$ cat src/rtl/patch_gen_pkg.sv
// patch_gen_pkg: constants, types and helpers shared by the patch_gen block.
//   PixW       - width of one pixel (16 bits)
//   state_e    - frame-level FSM state
//   patch_idx  - flat element index r*K+c of a window element inside PATCH
package patch_gen_pkg;

    localparam int unsigned PixW = 16;

    typedef enum logic [1:0] {
        StIdle     = 2'd0,  // no pixel of the current frame accepted yet
        StActive   = 2'd1,  // frame in progress
        StHoldLast = 2'd2   // final pixel accepted, final patch not yet taken
    } state_e;

    function automatic int unsigned patch_idx(input int unsigned r, input int unsigned c,
                                              input int unsigned k);
        return r * k + c;
    endfunction

endpackage

$ cat src/rtl/patch_gen_if.sv
// patch_gen_if: pixel-in / patch-out stream bundle for patch_gen.
//   PIX_IN, PIX_VALID, PIX_READY       - raster pixel stream into the block
//   PATCH, PATCH_VALID, PATCH_READY    - KxK window stream out of the block
//   BUSY                               - a frame is in progress
//   PATCH_LAST                         - final patch of a frame (only with PATCH_GEN_LAST_EN)
// Modports: slave = patch_gen side, master = producer/consumer side.
interface patch_gen_if
    import patch_gen_pkg::*;
#(
    parameter int unsigned KERNEL_SIZE = 3
) ();

    logic [PixW-1:0]                         PIX_IN;
    logic                                    PIX_VALID;
    logic                                    PIX_READY;
    logic [KERNEL_SIZE*KERNEL_SIZE*PixW-1:0] PATCH;
    logic                                    PATCH_VALID;
    logic                                    PATCH_READY;
    logic                                    BUSY;
`ifdef PATCH_GEN_LAST_EN
    logic                                    PATCH_LAST;

    modport slave (
        input  PIX_IN, PIX_VALID, PATCH_READY,
        output PIX_READY, PATCH, PATCH_VALID, BUSY, PATCH_LAST
    );

    modport master (
        output PIX_IN, PIX_VALID, PATCH_READY,
        input  PIX_READY, PATCH, PATCH_VALID, BUSY, PATCH_LAST
    );
`else
    modport slave (
        input  PIX_IN, PIX_VALID, PATCH_READY,
        output PIX_READY, PATCH, PATCH_VALID, BUSY
    );

    modport master (
        output PIX_IN, PIX_VALID, PATCH_READY,
        input  PIX_READY, PATCH, PATCH_VALID, BUSY
    );
`endif

endinterface

$ cat src/rtl/patch_gen_line_buffer.sv
// patch_gen_line_buffer: one image row of delay (Depth x PixW). The slot addressed by the
// current column is read and overwritten on the same accepted pixel, so data_o is the
// pixel written exactly Depth writes earlier (same column, previous row).
//   clk_i   - clock
//   wr_en_i - pixel accepted this cycle
//   addr_i  - current column
//   data_i  - pixel entering this row delay
//   data_o  - pixel from the previous row, same column
// Contents are not reset; rows older than the frame start are never used.
module patch_gen_line_buffer
    import patch_gen_pkg::*;
#(
    parameter int unsigned Depth = 28,
    parameter int unsigned AddrW = $clog2(Depth)
) (
    input  logic             clk_i,
    input  logic             wr_en_i,
    input  logic [AddrW-1:0] addr_i,
    input  logic [PixW-1:0]  data_i,
    output logic [PixW-1:0]  data_o
);

    logic [PixW-1:0] mem_q [Depth];

    assign data_o = mem_q[addr_i];

    always_ff @(posedge clk_i) begin
        if (wr_en_i) begin
            mem_q[addr_i] <= data_i;
        end
    end

endmodule

$ cat src/rtl/patch_gen.sv
// patch_gen: turns a raster pixel stream into a stream of KxK windows (stride 1, no
// padding). K-1 row delay lines feed a KxK window register that shifts left one column
// per accepted pixel; each completed window is copied into a skid-free output register.
//   CLK, rst_n - clock, asynchronous active-low reset
//   bus        - patch_gen_if.slave: pixel stream in, patch stream out, BUSY
// Optional feature: define PATCH_GEN_LAST_EN to add PATCH_LAST, flagging the final
// patch of each frame.
module patch_gen
    import patch_gen_pkg::*;
#(
    parameter int unsigned KERNEL_SIZE = 3,
    parameter int unsigned IMG_WIDTH   = 28,
    parameter int unsigned IMG_HEIGHT  = 28
) (
    input logic        CLK,
    input logic        rst_n,
    patch_gen_if.slave bus
);

    localparam int unsigned K      = KERNEL_SIZE;
    localparam int unsigned ColW   = $clog2(IMG_WIDTH);
    localparam int unsigned RowW   = $clog2(IMG_HEIGHT);
    localparam int unsigned PatchW = K * K * PixW;

    localparam logic [ColW-1:0] ColLast  = ColW'(IMG_WIDTH - 1);
    localparam logic [ColW-1:0] ColFirst = ColW'(K - 1);
    localparam logic [RowW-1:0] RowLast  = RowW'(IMG_HEIGHT - 1);
    localparam logic [RowW-1:0] RowFirst = RowW'(K - 1);

    typedef logic [PixW-1:0] pix_t;

    state_e               state_q, state_d;
    logic [ColW-1:0]      col_q, col_d;
    logic [RowW-1:0]      row_q, row_d;
    pix_t [K-1:0][K-1:0]  win_q, win_d;      // [row][col], row 0 = oldest
    pix_t [K-1:0][K-1:0]  win_shift;
    logic [PatchW-1:0]    patch_q, patch_d;
    logic [PatchW-1:0]    patch_load;
    logic                 patch_valid_q, patch_valid_d;

    logic pix_ready;
    logic pix_fire;
    logic patch_fire;
    logic load;
    logic last_pix;

    pix_t         lb_in  [K-1];
    pix_t         lb_out [K-1];
    pix_t [K-1:0] new_col;                   // new_col[K-1] is the incoming pixel

    // Handshakes; PIX_READY depends only on registered state and PATCH_READY.
    assign pix_ready  = (state_q != StHoldLast) && (!patch_valid_q || bus.PATCH_READY);
    assign pix_fire   = bus.PIX_VALID && pix_ready;
    assign patch_fire = patch_valid_q && bus.PATCH_READY;
    assign last_pix   = (col_q == ColLast) && (row_q == RowLast);
    // Only windows lying completely inside one row band are emitted.
    assign load       = pix_fire && (col_q >= ColFirst) && (row_q >= RowFirst);

    // Row delay chain: delay line j holds the row j+1 above the current one.
    for (genvar j = 0; j < K - 1; j++) begin : g_lb
        if (j == 0) begin : g_head
            assign lb_in[j] = bus.PIX_IN;
        end else begin : g_tail
            assign lb_in[j] = lb_out[j-1];
        end

        patch_gen_line_buffer #(
            .Depth (IMG_WIDTH),
            .AddrW (ColW)
        ) u_line_buffer (
            .clk_i   (CLK),
            .wr_en_i (pix_fire),
            .addr_i  (col_q),
            .data_i  (lb_in[j]),
            .data_o  (lb_out[j])
        );
    end

    always_comb begin
        new_col      = '0;
        new_col[K-1] = bus.PIX_IN;
        for (int unsigned j = 0; j < K - 1; j++) begin
            new_col[K-2-j] = lb_out[j];
        end
    end

    // Window after shifting in the incoming column.
    always_comb begin
        win_shift = win_q;
        for (int unsigned r = 0; r < K; r++) begin
            for (int unsigned c = 0; c < K - 1; c++) begin
                win_shift[r][c] = win_q[r][c+1];
            end
            win_shift[r][K-1] = new_col[r];
        end
    end

    always_comb begin
        patch_load = '0;
        for (int unsigned r = 0; r < K; r++) begin
            for (int unsigned c = 0; c < K; c++) begin
                patch_load[patch_idx(r, c, K)*PixW +: PixW] = win_shift[r][c];
            end
        end
    end

    // Datapath and counters.
    always_comb begin
        win_d         = win_q;
        col_d         = col_q;
        row_d         = row_q;
        patch_d       = patch_q;
        patch_valid_d = patch_valid_q;

        if (pix_fire) begin
            win_d = win_shift;
            if (col_q == ColLast) begin
                col_d = '0;
                row_d = (row_q == RowLast) ? '0 : row_q + 1'b1;
            end else begin
                col_d = col_q + 1'b1;
            end
        end

        // A load in the same cycle as a take keeps PATCH_VALID high with new data.
        if (load) begin
            patch_d       = patch_load;
            patch_valid_d = 1'b1;
        end else if (patch_fire) begin
            patch_valid_d = 1'b0;
        end
    end

    // Frame FSM.
    always_comb begin
        state_d = state_q;
        unique case (state_q)
            StIdle: begin
                if (pix_fire) begin
                    state_d = StActive;
                end
            end
            StActive: begin
                if (pix_fire && last_pix) begin
                    state_d = StHoldLast;
                end
            end
            StHoldLast: begin
                if (patch_fire) begin
                    state_d = StIdle;
                end
            end
            default: state_d = StIdle;
        endcase
    end

    always_ff @(posedge CLK or negedge rst_n) begin
        if (!rst_n) begin
            state_q       <= StIdle;
            col_q         <= '0;
            row_q         <= '0;
            win_q         <= '0;
            patch_q       <= '0;
            patch_valid_q <= 1'b0;
        end else begin
            state_q       <= state_d;
            col_q         <= col_d;
            row_q         <= row_d;
            win_q         <= win_d;
            patch_q       <= patch_d;
            patch_valid_q <= patch_valid_d;
        end
    end

    assign bus.PIX_READY   = pix_ready;
    assign bus.PATCH       = patch_q;
    assign bus.PATCH_VALID = patch_valid_q;
    assign bus.BUSY        = (state_q != StIdle);

`ifdef PATCH_GEN_LAST_EN
    logic patch_last_q, patch_last_d;

    // Travels with the patch register; cleared when a patch leaves without a replacement.
    always_comb begin
        patch_last_d = patch_last_q;
        if (load) begin
            patch_last_d = last_pix;
        end else if (patch_fire) begin
            patch_last_d = 1'b0;
        end
    end

    always_ff @(posedge CLK or negedge rst_n) begin
        if (!rst_n) begin
            patch_last_q <= 1'b0;
        end else begin
            patch_last_q <= patch_last_d;
        end
    end

    assign bus.PATCH_LAST = patch_last_q;
`endif

endmodule

$ cat src/flat_wrapper.sv
// flat-port wrapper written by rule: the top's interface ports become plain ports
module patch_gen_flat import patch_gen_pkg::*;
#(
    parameter int unsigned KERNEL_SIZE = 3,
    parameter int unsigned IMG_WIDTH   = 28,
    parameter int unsigned IMG_HEIGHT  = 28
)
  (CLK, rst_n, bus_PIX_IN, bus_PIX_VALID, bus_PATCH_READY, bus_PIX_READY, bus_PATCH, bus_PATCH_VALID, bus_BUSY);
  patch_gen_if #(.KERNEL_SIZE(KERNEL_SIZE)) bus_i ();
  input logic CLK;
  input logic rst_n;
  input wire logic [$bits(bus_i.PIX_IN)-1:0] bus_PIX_IN;
  input wire logic [$bits(bus_i.PIX_VALID)-1:0] bus_PIX_VALID;
  input wire logic [$bits(bus_i.PATCH_READY)-1:0] bus_PATCH_READY;
  output wire logic [$bits(bus_i.PIX_READY)-1:0] bus_PIX_READY;
  output wire logic [$bits(bus_i.PATCH)-1:0] bus_PATCH;
  output wire logic [$bits(bus_i.PATCH_VALID)-1:0] bus_PATCH_VALID;
  output wire logic [$bits(bus_i.BUSY)-1:0] bus_BUSY;
  assign bus_i.PIX_IN = bus_PIX_IN;
  assign bus_i.PIX_VALID = bus_PIX_VALID;
  assign bus_i.PATCH_READY = bus_PATCH_READY;
  assign bus_PIX_READY = bus_i.PIX_READY;
  assign bus_PATCH = bus_i.PATCH;
  assign bus_PATCH_VALID = bus_i.PATCH_VALID;
  assign bus_BUSY = bus_i.BUSY;
  patch_gen #(.KERNEL_SIZE(KERNEL_SIZE), .IMG_WIDTH(IMG_WIDTH), .IMG_HEIGHT(IMG_HEIGHT)) u_core (.CLK(CLK), .rst_n(rst_n), .bus(bus_i));
endmodule
$ cat config.mk
export PLATFORM = sky130hd
export DESIGN_NAME = patch_gen_flat
export DESIGN_NICKNAME = d
export VERILOG_FILES = /design/src/rtl/patch_gen_pkg.sv /design/src/rtl/patch_gen_if.sv /design/src/rtl/patch_gen_line_buffer.sv /design/src/rtl/patch_gen.sv /design/src/flat_wrapper.sv
export SDC_FILE = /design/constraint.sdc
export NUM_CORES = 1
export LEC_CHECK = 0
export CORE_ASPECT_RATIO = 0.6
export CORE_MARGIN = 2
export CORE_UTILIZATION = 45
export CTS_CLUSTER_SIZE = 14
export DETAILED_ROUTE_END_ITERATION = 16
export GPL_TIMING_DRIVEN = 1
export PLACE_DENSITY_LB_ADDON = 0.1
export REMOVE_ABC_BUFFERS = 1
export SYNTH_ARGS = -nofsm -noshare
export SYNTH_HDL_FRONTEND = slang
export SYNTH_SLANG_ARGS = --single-unit
$ cat constraint.sdc
create_clock -name CLK -period 4 [get_ports CLK]
set_clock_uncertainty 0.2 [all_clocks]
set_input_delay 0.8 -clock CLK [delete_from_list [all_inputs] [get_ports CLK]]
set_output_delay 0.8 -clock CLK [all_outputs]
set_load 0.1 [all_outputs]
==> summary.md <==
| Metric | Value |
|---|---|
| Total number of nets in the final design | `2822` |
| GRT Residual Overflow | `0` |
| Number of I/O port buffers | `166` |
| Final critical delay including setup and external delays | `3.73 ns` |
| Residual DRC count | `0` |
| Total of flip-flops plus latches after synthesis | `1149` |
| Reg area | `33200 µm²` |
| Vias in the first global route | `23900` |
| Aggregate negative setup slack | `0 ns` |
| Unrepaired setup endpoints after global routing | `false` |
| Die Span X | `408 µm` |
| Wire length of the first global-routing pass | `167000 µm` |
| Average cell area after synthesis | `17.6 µm²` |
| Total routing usage reported by global routing | `0.229` |
| Pin count of the biggest net entering global routing | `99` |
| Height of the die | `247 µm` |
| Number of max-cap violations | `0` |
| Power per cell area | `443 nW/µm²` |
| Post-CTS clock slew at the launch and capture registers of the worst setup and hold paths | `0.06 ns` |
| Antenna-violating nets left | `0` |
| FMAX | `268 MHz` |
| Cell chosen for the clock root | `clkbuf_16` |
| DRC violation total after the first TritonRoute iteration | `2234` |
| Arrival time reported for the critical path endpoint | `4.11 ns` |
| DRT Wirelength | `115000 µm` |
| Number of iterations in the first detailed-routing pass | `7` |
| Actual transition at the worst max-transition pin | `1.22 ns` |
| EDFF count, synth | `896` |
| Count of warnings emitted by yosys | `0` |
| Class of the most critical setup path | `reg -> reg` |
| Endpoint required time on the critical path | `4.37 ns` |
| Boundary pin count | `167` |
| Type of the tightest min-delay check | `reg -> reg` |
| Register area share after synthesis | `0.753` |
| Die area | `101000 µm²` |
| Startpoint of the most critical setup path | `u_core.col_q[3]$_DFFE_PN0P_` |
| Post-route total power | `23.0 mW` |
| Routed WL per cell | `27.4 µm` |
| Combined area of the multi-input logic cells | `10200 µm²` |
| Startpoint kind of the worst setup timing path | `flip-flop` |
| Initial core utilization | `0.456` |
| Async SR Flop Fraction | `0.220` |
| CP max FO | `29` |
| H-Tree Depth | `3` |
| Type of element capturing the critical path | `flip-flop` |
| Most common flop cell mapped by yosys | `edfxtp_1` |
| Gp weighted congestion | `0.805` |
| Start point of the worst min-delay path | `u_core.patch_load[3]$_DFFE_PN0P_` |
| Worst slew margin relative to its limit | `0.187` |
| Count of pins over their slew limit | `0` |
| Tightest hold margin | `0.268 ns` |
| Vias after detailed routing | `23900` |
| Layout overhead on the synthesized area | `17.4%` |
| Worst ir drop on vdd | `367 µV` |
| Final-report setup violation count | `0` |
| Total setup buffers inserted after CTS | `0` |
| Proportion of layout cells with a drive suffix above 1 | `0.196` |
| Cells after Synth | `2504` |
| Fill count | `7739` |
| Count of standard-cell rows | `88` |
| Clock tree from TritonCTS | `done` |
| Total number of clock tree sinks | `1149` |
| Synth cell types | `52` |
| Synth Cell Area | `44100 µm²` |
| Clock Latency Late Sink | `0.70 ns` |
| Leakage component of the power | `21.1 nW` |
| Status | `completed` |
| Post-detailed-placement half-perimeter wirelength | `68100 µm` |
| CTS Buf Count | `106` |
| Average vias per placed instance | `5.69` |
| Placeable core region | `96700 µm²` |
| Number of antenna violations at the first check in global routing | `1` |
| Share of the clock period used by the worst path after layout | `0.933` |
| R2R Path Start | `u_core.col_q[3]$_DFFE_PN0P_` |
| Longest Clk Path Bufs | `3` |
| Count of endpoints failing hold in the final timing report | `0` |
[final timing paths]
| path | end | slack [ns] | cells after the start |
|---|---|---|---|
| max reg2reg | u_core.bus.PATCH[87]$_DFFE_PN0P_ | 0.27 | 7 |
| max in group asynchronous | u_core.bus.PATCH[31]$_DFFE_PN0P_ | 2.26 | 3 |
| min | u_core.patch_load[3]$_DFFE_PN0P_ | 0.27 | 2 |
| max | u_core.bus.PATCH[87]$_DFFE_PN0P_ | 0.27 | 7 |
| min in group asynchronous | u_core.bus.PATCH[107]$_DFFE_PN0P_ | 0.53 | 2 |
| min reg2reg | u_core.patch_load[3]$_DFFE_PN0P_ | 0.27 | 2 |
[what timing repair did]
item | CTS | global route
resized for setup | 0 | 0
hold buffers | 1 | 0
endpoints found under the hold margin | 53 | 0
endpoints found under the setup margin | 0 | 0
[sequential cells by signal, summed over array words and instances, names as in the netlist]
signal                           count
u_core.bus.PATCH_VALID               1
u_core.bus.PATCH                   144
u_core.col_q                         5
u_core.g_lb.u_line_buffer.mem_q    896
u_core.row_q                         5
u_core.state_q                       2
u_core.patch_load                   96
[Yosys cell counts, types with 2 or more instances]
library cell    n  area [µm²]
nand4_1         6        37.5
buf_2          67         335
buf_4          28         210
nor2b_1         5        31.3
buf_1           4        15.0
nor4_1         24         150
mux2i_1       370        3700
a311oi_1        3        26.3
mux4_2         39         878
nand3b_1        3        22.5
nand4b_2        2        30.0
o22ai_1       155         970
nand2b_1        3        18.8
dfrtp_1       253        6330
nor3_1          5        25.0
or3_1           2        12.5
nor4_2          3        37.5
a31oi_1        19         119
nand2_1       234         878
or4b_1          4        40.0
ha_1            6        75.1
nand3_1        28         140
inv_1           7        26.3
o211ai_1        3        22.5
edfxtp_1      896       26900
mux2_4         49         736
mux2_2        111        1250
or4_1           2        15.0
buf_6          15         169
nor2_1         51         191
nand4bb_1       4        45.0
o21ai_0         9        45.0
clkbuf_1       25        93.8
a211oi_1       20         150
a22oi_1        29         218
and2_1          3        18.8
or2_2           2        12.5
[cell usage in the layout, fill, tap and decap left out, types with 19 or more instances in the layout]
cell type	instances
nor2_4	27
nand3_1	27
edfxtp_1	896
clkbuf_8	20
clkinv_2	20
clkbuf_16	109
a211oi_1	20
mux2_4	49
a31oi_1	19
nor4_1	24
a22oi_1	29
clkdlybuf4s50_1	164
mux4_2	39
nand2_1	234
clkbuf_1	29
mux2i_1	370
o22ai_1	155
nor2_1	24
buf_12	27
buf_4	131
mux2_2	111
dfrtp_1	251
[power breakdown]
group | internal (mW) | total [mW] | switching, mW
combinational | 0.0286 | 0.157 | 0.128
sequential | 12.8 | 12.8 | 0
clock | 5.60 | 9.99 | 4.39
total | 18.4 | 23.0 | 4.52
[routing by layer]
| layer | vias up | track usage | routed length, µm |
|---|---|---|---|
| met2 | 902 | 0.345 | 51200 |
| li1 | 10300 | - | - |
| met3 | 163 | 0.0416 | 8380 |
| met4 | 0 | 0.0572 | 2520 |
| met1 | 12500 | 0.345 | 52800 |
| met5 | - | 0 | 0 |
[metrics by stage]
stage               instance area, µm²  setup WS (ns)  std cells   util
floorplan                        43300         -18.42       2364      -
global placement                 48300          0.400       3992  0.500
detailed placement               48300          0.395       3992  0.500
CTS                              51800          0.379       4194  0.536
global route                     51800          0.211       4194  0.536
finish                           51800          0.267       4195  0.536
[cell type report]
class / count / share of cell area
Clock inverter: 41 / 0.00616
Multi-Input combinational cell: 1207 / 0.198
Sequential cell: 1149 / 0.642
Tap cell: 1305 / 0.0315
Timing Repair Buffer: 324 / 0.0616
Antenna cell: 1 / 0.0000483
Inverter: 8 / 0.000580
Clock buffer: 160 / 0.0604
[cells by family after synthesis]
kind of cell / count (synthesis) / synth area share
buffers and inverters: 148 / 0.0195
AND/OR/NAND/NOR: 388 / 0.0402
flip-flops: 1149 / 0.753
multiplexers: 569 / 0.149
AO/OA/AOI/OAI: 243 / 0.0361
XOR/XNOR: 1 / 0.000199
adder cells (fa/ha/maj): 6 / 0.00170
[worst max-delay path, cell delays in order (launching register included)]
cell and delay, ns:
dfrtp_1 0.99, or4b_1 0.80, o22ai_1 0.19, nor4_1 0.54, buf_4 0.22, nand2_1 0.09
buf_4 0.26, mux2_2 0.29
No activity file was read; power rests on OpenSTA's default activity.
